$ cat config.mk
export PLATFORM = sky130hd
export DESIGN_NAME = apb_slave_regfile
export DESIGN_NICKNAME = d
export VERILOG_FILES = /design/src/rtl/apb_slv_pkg.sv /design/src/rtl/apb_wait_counter.sv /design/src/rtl/apb_slave_regfile.sv
export SDC_FILE = /design/constraint.sdc
export NUM_CORES = 1
export LEC_CHECK = 0
export ABC_CLOCK_PERIOD_IN_PS = 8500
export CORE_AREA = 4 4 293 237
export CTS_CLUSTER_DIAMETER = 120
export DETAILED_ROUTE_END_ITERATION = 16
export DIE_AREA = 0 0 297 241
export GPL_TIMING_DRIVEN = 0
export PLACE_DENSITY_LB_ADDON = 0.12
export SYNTH_ARGS = -nofsm -noshare
export SYNTH_HDL_FRONTEND = slang
export SYNTH_SLANG_ARGS = --single-unit
$ cat constraint.sdc
create_clock -name HCLK -period 8.5 [get_ports HCLK]
set_input_delay 2.125 -clock HCLK [delete_from_list [all_inputs] [get_ports HCLK]]
set_output_delay 2.125 -clock HCLK [all_outputs]
set_load 0.02 [all_outputs]
$ cat src/rtl/apb_slv_pkg.sv
// Shared types and constants for the APB register-file completer.
// FSM encoding, offset/data widths and the control-word register index.
package apb_slv_pkg;

  typedef enum logic [1:0] {
    IDLE = 2'd0,
    WAIT = 2'd1,
    RESP = 2'd2
  } state_t;

  localparam int OFFSET_W = 10;
  localparam int DATA_W   = 32;
  localparam int CTRL_IDX = 0;

endpackage

$ cat src/rtl/apb_wait_counter.sv
// 4-bit load/decrement wait-state counter with zero flag.
// Only built when APB_SLV_WAIT_EN is defined.
`ifdef APB_SLV_WAIT_EN
module apb_wait_counter (
  input  logic       clk,
  input  logic       rst,
  input  logic       load,
  input  logic [3:0] load_val,
  input  logic       dec,
  output logic       zero
);

  logic [3:0] cnt;

  always_ff @(posedge clk) begin
    if (rst) begin
      cnt <= '0;
    end else if (load) begin
      cnt <= load_val;
    end else if (dec && cnt != 4'd0) begin
      cnt <= cnt - 4'd1;
    end
  end

  assign zero = (cnt == 4'd0);

endmodule
`endif

$ cat src/rtl/apb_slave_regfile.sv
// APB completer with a bank of 32-bit registers; reg 0 exported as CTRL_REG.
// APB_SLV_WAIT_EN selects the registered wait-state FSM, else zero-wait.
module apb_slave_regfile
  import apb_slv_pkg::*;
#(
  parameter int NUM_REGS    = 16,
  parameter int SEL_IDX     = 0,
  parameter int WAIT_CYCLES = 2
) (
  input  logic              HCLK,
  input  logic              HRESET,
  input  logic [2:0]        PSEL,
  input  logic              PENABLE,
  input  logic              PWRITE,
  input  logic [31:0]       PADDR,
  input  logic [31:0]       PWDATA,
  output logic              PREADY,
  output logic [DATA_W-1:0] PRDATA,
  output logic              PSLVERR,
  output logic [DATA_W-1:0] CTRL_REG
);

  localparam int IW = (NUM_REGS > 1) ? $clog2(NUM_REGS) : 1;
  localparam logic [IW-1:0] CI = IW'(CTRL_IDX);

  logic                sel;
  logic [OFFSET_W-1:0] idx;
  logic                err;
  logic                we;
  logic [IW-1:0]       widx;
  logic [DATA_W-1:0]   wdata;
  logic [DATA_W-1:0]   regs [NUM_REGS];

  // upper address bits are decoded by the bridge
  logic unused_addr;
  assign unused_addr = ^PADDR[31:12];

  assign sel = PSEL[SEL_IDX];
  assign idx = PADDR[11:2];
  assign err = (PADDR[1:0] != 2'b00) || (int'(idx) >= NUM_REGS);

  always_ff @(posedge HCLK) begin
    if (HRESET) begin
      for (int i = 0; i < NUM_REGS; i++) begin
        regs[i] <= '0;
      end
    end else if (we) begin
      regs[widx] <= wdata;
    end
  end

  assign CTRL_REG = regs[CI];

`ifdef APB_SLV_WAIT_EN

  state_t            state;
  state_t            nstate;
  logic              setup;
  logic              cnt_zero;
  logic              cnt_load;
  logic              cnt_dec;
  logic              fire;
  logic [IW-1:0]     l_idx;
  logic              l_err;
  logic              l_wr;
  logic [DATA_W-1:0] l_data;

  assign setup = sel && !PENABLE;

  always_ff @(posedge HCLK) begin
    if (HRESET) begin
      state <= IDLE;
    end else begin
      state <= nstate;
    end
  end

  always_comb begin
    nstate = state;
    unique case (state)
      IDLE: if (setup) nstate = WAIT;
      WAIT: begin
        if (!sel) begin
          nstate = IDLE;
        end else if (PENABLE && cnt_zero) begin
          nstate = RESP;
        end
      end
      RESP:    nstate = IDLE;
      default: nstate = IDLE;
    endcase
  end

  always_comb begin
    cnt_load = (state == IDLE) && setup;
    fire     = (state == WAIT) && sel && PENABLE && cnt_zero;
    cnt_dec  = (state == WAIT) && sel && PENABLE && !cnt_zero;
  end

  apb_wait_counter u_cnt (
    .clk      (HCLK),
    .rst      (HRESET),
    .load     (cnt_load),
    .load_val (4'(WAIT_CYCLES)),
    .dec      (cnt_dec),
    .zero     (cnt_zero)
  );

  always_ff @(posedge HCLK) begin
    if (HRESET) begin
      PREADY  <= 1'b0;
      PSLVERR <= 1'b0;
      PRDATA  <= '0;
      l_idx   <= '0;
      l_err   <= 1'b0;
      l_wr    <= 1'b0;
      l_data  <= '0;
    end else begin
      if (cnt_load) begin
        l_idx  <= idx[IW-1:0];
        l_err  <= err;
        l_wr   <= PWRITE;
        l_data <= PWDATA;
      end
      if (fire) begin
        PREADY  <= 1'b1;
        PSLVERR <= l_err;
        if (l_err) begin
          PRDATA <= '0;
        end else if (!l_wr) begin
          PRDATA <= regs[l_idx];
        end
      end else if (state == RESP) begin
        PREADY  <= 1'b0;
        PSLVERR <= 1'b0;
      end
    end
  end

  assign we    = fire && l_wr && !l_err;
  assign widx  = l_idx;
  assign wdata = l_data;

`else

  assign PREADY  = sel & PENABLE;
  assign PSLVERR = sel & PENABLE & err;
  assign PRDATA  = err ? '0 : regs[idx[IW-1:0]];

  assign we    = sel & PENABLE & PWRITE & !err;
  assign widx  = idx[IW-1:0];
  assign wdata = PWDATA;

`endif

endmodule

# ---- After elaboration in Yosys (flattened, before gate mapping)
# Memories as Yosys holds them, arrays and structs flattened.
# Index checks and enable logic that the tools add are counted.
# Widths: inputs -> output; s select.
dict set report classes {
  n_lt_le_gt_ge 1
  n_mux 9
  bitwise_logic 4
  reduce_logical 4
}
# operator count
set ops {}
lappend ops {{$mux 32} 2}
lappend ops {{$reduce_or 32->1} 1}
lappend ops {{$ge 10x5->1 const B} 1}
lappend ops {{$mux 1} 6}
lappend ops {{$and 1x1->1} 4}
lappend ops {{$mux 4} 1}
lappend ops {{$reduce_bool 2->1} 1}
lappend ops {{$logic_not 1->1} 1}
lappend ops {{$logic_or 1x1->1} 1}
dict set report word_totals {
  reg_bits 0
  mem_bits_rw 512
  inputBits 71
  output_inout_bits 66
  elab_cells 19
  mem_count 1
}
# memory depth word_bits rd rd_clocked_by_memory_dff write_ports line
set memory_table {}
lappend memory_table {regs 16 32 2 0 16 apb_slave_regfile.sv:32} ;# logic [DATA_W-1:0] regs [NUM_REGS];

# ---- Logic depth before layout (Yosys ltp)
# Gate-level depths: netlist of run 1.
dict set report logic_depth {
  word_depth 9
  ltp_mapped 7
  depth_no_buf 5
}

# ---- Worst setup path before layout of run 1
# OpenSTA, ideal clock, no wires.
dict set report synth_path {
  path_type {input -> output}
  from {input PADDR[2]}
  to {output PRDATA[20]}
  arrival_ps 3930
  t_required_ps 6375
  slack_ps 2445
  cell_stages 5
  n_path_buf 2
  cell_sequence {clkbuf_1 > buf_1 > mux4_2 > a22oi_1 > o21ai_0}
}
dict set report synth_via {
  elab_chain_len 3
  elab_cells_between_ends 4
  classes_between {order compare (1); mux (1); reduce/logical (1); memory (1)}
}
# element line
set synth_rtl {}
lappend synth_rtl {{start, declared} apb_slave_regfile.sv:15} ;# input logic [31:0] PADDR,
lappend synth_rtl {{$ge 10x5->1} apb_slave_regfile.sv:40} ;# assign err = (PADDR[1:0] != 2'b00) || (int'(idx) >= NUM_REGS);
lappend synth_rtl {{$logic_or 1x1->1} apb_slave_regfile.sv:40}
lappend synth_rtl {{$mux 32 (*)} apb_slave_regfile.sv:148} ;# assign PRDATA = err ? '0 : regs[idx[IW-1:0]];
lappend synth_rtl {{end, declared} apb_slave_regfile.sv:18} ;# output logic [DATA_W-1:0] PRDATA,
# Every way passes the cells marked *; elsewhere a longest branch is shown, timed or not.

# ---- Worst setup path after layout of run 1
dict set report layout_path {
  from {input PADDR[4]}
  to {output PRDATA[31]}
}
# Same word-level chain as after synthesis.

==> results of run 1 <==
[layout make-up]
| type | instances | area, um^2 | area share, % |
|---|---|---|---|
| flip-flops and latches | 512 | 15400 | 57.2 |
| multi-input cells | 792 | 7240 | 26.9 |
| clock buffers | 73 | 1420 | 5.29 |
| repair buffers | 111 | 1110 | 4.13 |
| well taps | 870 | 1090 | 4.05 |
| plain buffers | 125 | 477 | 1.77 |
| clock inverters | 24 | 175 | 0.651 |
| inverters | 2 | 7.51 | 0.0279 |
[routing by layer]
metal | share of wire [%] | GRT usage, % | wire [um]
met1 | 46 | 28.5 | 32700
met2 | 45 | 30.8 | 31900
met3 | 7.2 | 4.61 | 5140
met4 | 2.0 | 4.51 | 1420
met5 | 0.025 | 0 | 18
[worst max-delay path by stage]
stage                     slack (ns)  depth (start not counted)  startpoint          to
after global placement          0.47                          7    PADDR[4]   PRDATA[0]
final                           0.50                          7    PADDR[4]  PRDATA[31]
after detailed placement        0.51                          7    PADDR[4]   PRDATA[0]
after CTS                       0.51                          7    PADDR[4]   PRDATA[0]
after global routing            0.40                          7    PADDR[4]  PRDATA[31]
after floorplan                 2.45                          5    PADDR[2]  PRDATA[20]
[where the power goes]
group | total, uW | switching, uW | internal, uW
Sequential | 2930 | 33.7 | 2900
Clock | 2240 | 1010 | 1230
Combinational | 369 | 218 | 150
Total | 5540 | 1260 | 4280
[logic make-up after synthesis]
kind of cell,count (synthesis)
flops,512
buf+inv,127
mux,161
compound gates,65
simple gates,566
[stage by stage]
| stage | hold WS [ns] | setup slack (ns) | cell area (um^2) |
|---|---|---|---|
| 5_1_grt | 2.35 | 0.400 | 26900 |
| 3_3_place_gp | 2.95 | 0.469 | 25300 |
| 4_1_cts | 2.31 | 0.511 | 26900 |
| 3_5_place_dp | 2.96 | 0.514 | 25300 |
| 6_report | 2.33 | 0.500 | 26900 |
| 2_1_floorplan | 2.32 | 2.45 | 23100 |
[worst max-delay path: cells and delay by family]
kind	cells	cell delay, ns
mux	2	0.43
compound gates	1	0.52
buf+inv	4	2.79
[cells in the final DEF, fill, tap and decap left out, types with 2 or more instances in the layout]
cell / count
nor3_2: 3
clkinv_2: 9
bufinv_16: 2
buf_1: 18
nand2_1: 5
or2_2: 16
nand3_1: 3
clkdlybuf4s50_1: 111
clkinv_1: 10
and2_1: 512
or4_4: 2
nor3_1: 4
mux4_2: 126
clkbuf_1: 122
nor3_4: 7
clkbuf_16: 54
nand2b_1: 3
o21ai_0: 32
nor4_1: 3
edfxtp_1: 512
buf_2: 2
a22oi_1: 32
mux2i_1: 35
==> summary.md, run 1 <==
| Metric | Value |
|---|---|
| Port-buffer cells | `approximately 110` |
| Crit end category | `primary output` |
| Drt via density | `between 5 and 6` |
| Area share of the leading cell type in the synthesized netlist | `66.6%` |
| Worst Hold Class | `in2reg` |
| Sequential-to-total area share from yosys stat | `66.6%` |
| Largest incremental delay on the critical path | `0.86 ns` |
| Number of failing hold endpoints at the final stage | `0` |
| Worst hold stages | `2` |
| Power consumption | `around 5500 uW` |
| Area of the die | `0.0716 mm^2` |
| Drt initial violations | `1230` |
| Hold-fix buffers, CTS | `0` |
| Worst slew slack as a fraction of its limit | `~2.9%` |
| Number of warnings printed during yosys synthesis | `0` |
| Unrepaired setup endpoints after global routing | `no` |
| Placed wire-length estimate | `42700 um` |
| Main combinational cell family by area after synthesis | `simple AND/OR/NAND/NOR gates` |
| Final GP Congestion | `0.789` |
| Via count of the first global-routing pass | `13348` |
| Post-synthesis sequential element count | `512` |
| Arrival @ worst endpoint | `between 5 and 6 ns` |
| Transition time of the tightest slew-check pin | `1.46 ns` |
| Core box area | `roughly 0.067 mm^2` |
| Synthesized area per cell | `16.1 um^2` |
| Fraction of the mapped netlist area in compound gates | `1.76%` |
| Count of final setup violators | `0` |
| Fmax | `approximately 0.12 GHz` |
| Count of flip-flops with a built-in enable after synthesis | `512` |
| Result of the run | `finished clean` |
| Number of different library cells in the post-synthesis netlist | `29` |
| Signed area change from the synthesized netlist to the final layout | `16.5%` |
| Global-route usage over all layers | `just under 20%` |
| Inserted Clock Buffers | `54` |
| Share of the core filled with cells in the final layout | `40.3%` |
| Wire length per cell after detailed routing | `28.4 um` |
| Number of I/O pins | `137` |
| Largest net degree at the start of global routing | `33` |
| Min cycle time layout | `8.00 ns` |
| CTS clock-pin slew for the worst setup and hold paths | `0.06 ns` |
| Largest register by flop count | `regs` |
| Worst vdd rail ir drop | `143 uV` |
| Number of cells after detailed placement | `approximately 2400` |
| Highest net fanout along the worst path | `10` |
| Pins Over Slew Limit | `0` |
| Clock tree from TritonCTS | `done` |
| Req. time, crit path | `6.38 ns` |
| P per Cell Area | `206 mW/mm^2` |
| Biggest area consumer among synthesized cells | `edfxtp_1` |
| Multiplexer area fraction after synthesis | `between 10 and 15%` |
| Initial cell density of the core | `between 30% and 40%` |
| Most common flop cell mapped by yosys | `edfxtp_1` |
| Kind of critical path | `in2out` |
| Leak | `0.00905 uW` |
| CTS-repair resized insts | `0` |
| Fraction of synthesis flops using an asynchronous set or reset pin | `0%` |
| Netlist area before placement | `about 0.023 mm^2` |
| Hold worst-path end | `regs[15][22]` |
| Wire length of the first global-routing pass | `100000 um` |
| CTS HTree Levels | `2` |
| Fill cell count | `6150` |
| Total number of clock tree sinks | `512` |
| Top post-synthesis cells by area | `edfxtp_1 67%, and2_1 14%, mux4_2 12%, clkbuf_1 1.7%, mux2i_1 1.5%` |
| Startpoint of the lowest-slack hold path | `PWDATA[22]` |
| CP max-delay cell | `buf_1` |
| Sequence of cells on the critical path | `clkdlybuf4s50_1, buf_1, buf_1, mux4_2, mux2i_1, o21ai_0, clkdlybuf4s50_1` |
| Clock tree root driver cell | `clkbuf_16` |
| GRT Residual Overflow | `0` |
| Startpoint type of the worst setup path | `input port` |
| Post-detailed-routing wire length | `71200 um` |
| Synthesized-area fraction occupied by and/or/nand/nor cells | `around 16%` |
| Post-synthesis share of cell area spent on full adders, half adders and majority gates | `0%` |
| Synthesized netlist cell count | `1431` |
| Synthesized net count | `roughly 1500` |
| Maximum capacitance violations | `0` |
| Overall die width | `roughly 300 um` |
| Post-synth top cells | `512 x and2_1, 512 x edfxtp_1, 126 x mux4_2` |
| Aggregate negative setup slack | `0 ns` |
| First drt pass iteration count | `4` |
| Post-route insts no fill | `2509` |
| Flip-flop count of the largest register after layout | `about 500` |
| Number of remaining DRC errors | `0` |
| Post-route ant nets | `0` |
| Largest registers | `regs (512)` |
| Number of vias in the routed layout | `roughly 13000` |
| Buffers inserted during post-CTS setup optimization | `0` |
| Fraction of synthesized cell area in xor and xnor cells | `0%` |
| Ratio of cells with drive above 1 in the final layout | `14.1%` |
| Number of inserted diodes | `0` |
| Final cycle utilization of the critical path | `94.1%` |
| Maximum clock insertion buffer count | `3` |
| Die height | `roughly 240 um` |
| Row count | `85` |
| Nets@finish | `1669` |
| Number of antenna violations at the first check in global routing | `7` |
Note: power is estimated with default switching activity, not from simulation.
==> run 2: changes to the inputs <==
- CTS_CLUSTER_DIAMETER: 120 -> 50
- GPL_ROUTABILITY_DRIVEN: default -> 0
==> summary.md, run 2 (synthesized netlist as in run 1, its figures left out) <==
| Metric | Value |
|---|---|
| Global-route met1 utilization | `28.6%` |
| Highest net fanout along the worst path | `10` |
| Via count of the first global-routing pass | `13403` |
| Overall die width | `297 um` |
| Worst slew slack as a fraction of its limit | `3.03%` |
| Number of cells after detailed placement | `2412` |
| CTS-repair resized insts | `0` |
| Fmax | `0.125 GHz` |
| Global Route met2 Usage | `30.8%` |
| Clock tree from TritonCTS | `done` |
| Largest net degree at the start of global routing | `33` |
| P per Cell Area | `213 mW/mm^2` |
| Signed area change from the synthesized netlist to the final layout | `17.7%` |
| Commonest cells after routing, fill and taps aside | `512 x and2_1, 512 x edfxtp_1, 126 x mux4_2` |
| Die height | `241 um` |
| Final cycle utilization of the critical path | `94.1%` |
| Post-route ant nets | `0` |
| Initial cell density of the core | `34.6%` |
| GRT Residual Overflow | `0` |
| CTS HTree Levels | `2` |
| Unrepaired setup endpoints after global routing | `no` |
| Hold-fix buffers, CTS | `0` |
| Clock tree root driver cell | `clkbuf_16` |
| Crit path max-delay family | `buffers and inverters` |
| Transition time of the tightest slew-check pin | `1.45 ns` |
| Pins Over Slew Limit | `0` |
| Inserted Clock Buffers | `59` |
| Number of antenna violations at the first check in global routing | `7` |
| Kind of critical path | `in2out` |
| Core box area | `roughly 0.067 mm^2` |
| Busiest layer in global routing | `met2` |
| Startpoint type of the worst setup path | `input port` |
| Final standard cell area without fillers | `0.0272 mm^2` |
| Number of vias in the routed layout | `12959` |
| Worst path buffer plus inverter count | `4` |
| Largest register by flop count | `regs` |
| CTS clock-pin slew for the worst setup and hold paths | `0.06 ns` |
| Share of the core filled with cells in the final layout | `~41%` |
| Port-buffer cells | `111` |
| Nets@finish | `between 1500 and 2000` |
| Maximum capacitance violations | `0` |
| Post-route insts no fill | `2524` |
| Number of I/O pins | `137` |
| Total number of clock tree sinks | `512` |
| Largest incremental delay on the critical path | `~0.84 ns` |
| Post-detailed-routing wire length | `71200 um` |
| CP max-delay cell | `buf_1` |
| Row count | `85` |
| Result of the run | `finished clean` |
| Met3 usage in global routing | `4.41%` |
| Wire length of the first global-routing pass | `100000 um` |
| Buffers inserted during post-CTS setup optimization | `0` |
| Worst vdd rail ir drop | `148 uV` |
| Drt via density | `approximately 5.1` |
| Min cycle time layout | `7.99 ns` |
| Worst Hold Class | `in2reg` |
| Count of final setup violators | `0` |
| Number of failing hold endpoints at the final stage | `0` |
| Largest registers | `regs (512)` |
| DP Area | `0.0253 mm^2` |
| Placed wire-length estimate | `between 40000 and 50000 um` |
| Arrival @ worst endpoint | `5.87 ns` |
| Crit end category | `primary output` |
| Wire length per cell after detailed routing | `28.2 um` |
| Startpoint of the lowest-slack hold path | `PWDATA[22]` |
| First drt pass iteration count | `5` |
| Area of the die | `0.0716 mm^2` |
| Flip-flop count of the largest register after layout | `512` |
| Req. time, crit path | `6.38 ns` |
| Aggregate negative setup slack | `0 ns` |
| Maximum clock insertion buffer count | `3` |
| Drt initial violations | `around 1200` |
| Sequence of cells on the critical path | `clkdlybuf4s50_1, buf_1, buf_1, mux4_2, mux2i_1, o21ai_0, clkdlybuf4s50_1` |
| Worst Setup SP | `PADDR[4]` |
| Global-route usage over all layers | `~20%` |
| Leak | `0.00918 uW` |
| Number of remaining DRC errors | `0` |
| Ratio of cells with drive above 1 in the final layout | `15.0%` |
run 2: cell types whose count changed in the layout (fill, tap and decap cells not counted), moves of 2 or more:
| cell | before | now |
|---|---|---|
| clkinv_4 | 0 | 3 |
| bufinv_16 | 2 | 4 |
| clkinv_1 | 10 | 6 |
| clkbuf_16 | 54 | 61 |
| clkinvlp_4 | 1 | 4 |
| diode_2 | 0 | 4 |
run 2: area by class of cell:
type | count | area [um^2]
Fill cell | 6117 | 39500
Antenna cell | 4 | 10.0
Clock inverter | 29 | 278
Clock buffer | 79 | 1590
Inverter | 2 | 7.51
Sequential cell | 512 | 15400
Tap cell | 870 | 1090
Timing Repair Buffer | 111 | 1110
Buffer | 125 | 477
Multi-Input combinational cell | 792 | 7240
run 2: metal layers:
layer,vias up,part of all wire (%)
li1,5668,-
met5,-,0.025
met2,431,45
met4,4,2.0
met1,6767,46
met3,89,6.9
run 2: where the power goes:
group	total [uW]	switching (uW)	leakage [uW]	internal [uW]
logic	370	219	0.00341	150
clock network	2500	1060	0.000905	1440
registers	2930	33.7	0.00486	2900
total	5800	1310	0.00918	4490
run 2: final timing paths:
kind / endpoint / slack, ns / cells after the start
min: regs[0][22] / 2.31 / 2
max: PRDATA[31] / 0.51 / 7
run 2: per-stage QoR:
stage,worst slack [ns],hold slack (ns),total power [uW]
3_5_place_dp,0.514,2.96,3360
6_report,0.506,2.31,5800
2_1_floorplan,2.45,2.32,3180
5_1_grt,0.400,2.33,5990
4_1_cts,0.511,2.30,5860
3_3_place_gp,0.469,2.95,3360
==> variant (flow settings as in run 1) <==
Put a register stage on the output `PSLVERR`. The value now appears one clock later. The other outputs are not delayed to match.
--- a/src/rtl/apb_slave_regfile.sv
+++ b/src/rtl/apb_slave_regfile.sv
@@ -146,3 +146,5 @@
   assign PREADY  = sel & PENABLE;
-  assign PSLVERR = sel & PENABLE & err;
+  always_ff @(posedge HCLK) begin
+    PSLVERR <= sel & PENABLE & err;
+  end
   assign PRDATA  = err ? '0 : regs[idx[IW-1:0]];
Formal check against the unedited RTL: not equivalent (a bounded check fails within 4 cycles, from zero or initial values).
==> variant against run 1 <==
Synthesized area is essentially flat. Non-clock buffer count up 1. Clock power up 5%. Via count decreased by 0.22%. Sequential cell count rose by 1. Total power is 2.2% higher. Die area unchanged. Final area grew 0.54%. Routed wire length fell by 0.69%. Count of clock-buffer cells in the layout decreased by 2. Largest cell class unchanged. Global-route usage shrank 0.077 points. Setup slack worse by 330 ps.
==> variant: results <==
outcome:
  status: "completed"
detailed_routing:
  drt_first_pass_iters: 5
  vias_per_cell: 5.144
  avgRoutedWirePerCell_um: 28.13
  dr.first_iter.drc_count: 1189
layout:
  multi_input_area_share: 0.2677
  reg_top3: "regs x512, PSLVERR x1"
  layoutNonFillerInstCount: 2513
  n_clock_buffer: 71
  fill_cells: 6050
  fin_area_um2: 27040
  clock_area_frac: 0.06289
  layout.nonclk_buf_frac: 0.05946
  seq-cell-share: 0.5694
  final_nets: 1672
  buffers: 237
logic_synthesis:
  synthXorXnorAreaFrac: 0
  synth-compound-area-share: 0.01759
  avgSynthCellArea_um2: 16.14
  synthTopCellsByArea: "edfxtp_1 67%, and2_1 14%, mux4_2 12%"
  synth_nets: 1503
  synth_area_um2: 23110
power_and_ir_drop:
  ir_worst_vdd_mv: 0.1305
  p_int_w: 0.004392
  p_comb_frac: 0.065
  p_clk_w: 0.00236
  leakagePower_nw: 9.119
placed_design:
  placed_cells: 2413
  dp_hpwl_mm: 43.45
  gp_congestion: 0.7693
  place_area_um2: 25320
setup_path:
  crit_arrival_ps: 6210
  critPathMaxStageDelay_ps: 990
  cpMaxStageDelayCell: "clkdlybuf4s15_1"
clock_tree:
  clock_sinks: 513
  cts_buffers: 55
timing:
  tightest_slew_ps: 1388
grt:
  grt_use_total: 0.1969
  grt_pass1_vias: 13654
[variant: worst paths after layout]
check / depth (start not counted) / to / from
max: 7 / PRDATA[31] / PADDR[4]
min: 3 / PSLVERR$_DFF_P_ / PENABLE
[variant: worst max-delay path: cells and delay by family]
family / cells / cell delay, ps
buffers and inverters: 4 / 3050
AOI/OAI and AO/OA: 1 / 560
muxes: 2 / 450
[variant: metrics by stage]
stage | hold slack, ps | setup slack [ps] | total power, W
3_3_place_gp | 2701 | 111.6 | 0.003364
4_1_cts | 2065 | 96.98 | 0.005709
5_1_grt | 2083 | 26.71 | 0.005838
3_5_place_dp | 2700 | 98.19 | 0.003373
6_report | 2097 | 165.3 | 0.005667
2_1_floorplan | 2262 | 2445 | 0.003190
[variant: routing by layer]
metal / GRT usage / share of wire / vias up
met5: 0 / 0 / -
met4: 0.05784 / 0.026 / 0
met3: 0.02887 / 0.051 / 105
met2: 0.3208 / 0.47 / 388
met1: 0.2774 / 0.46 / 6774
li1: - / - / 5659
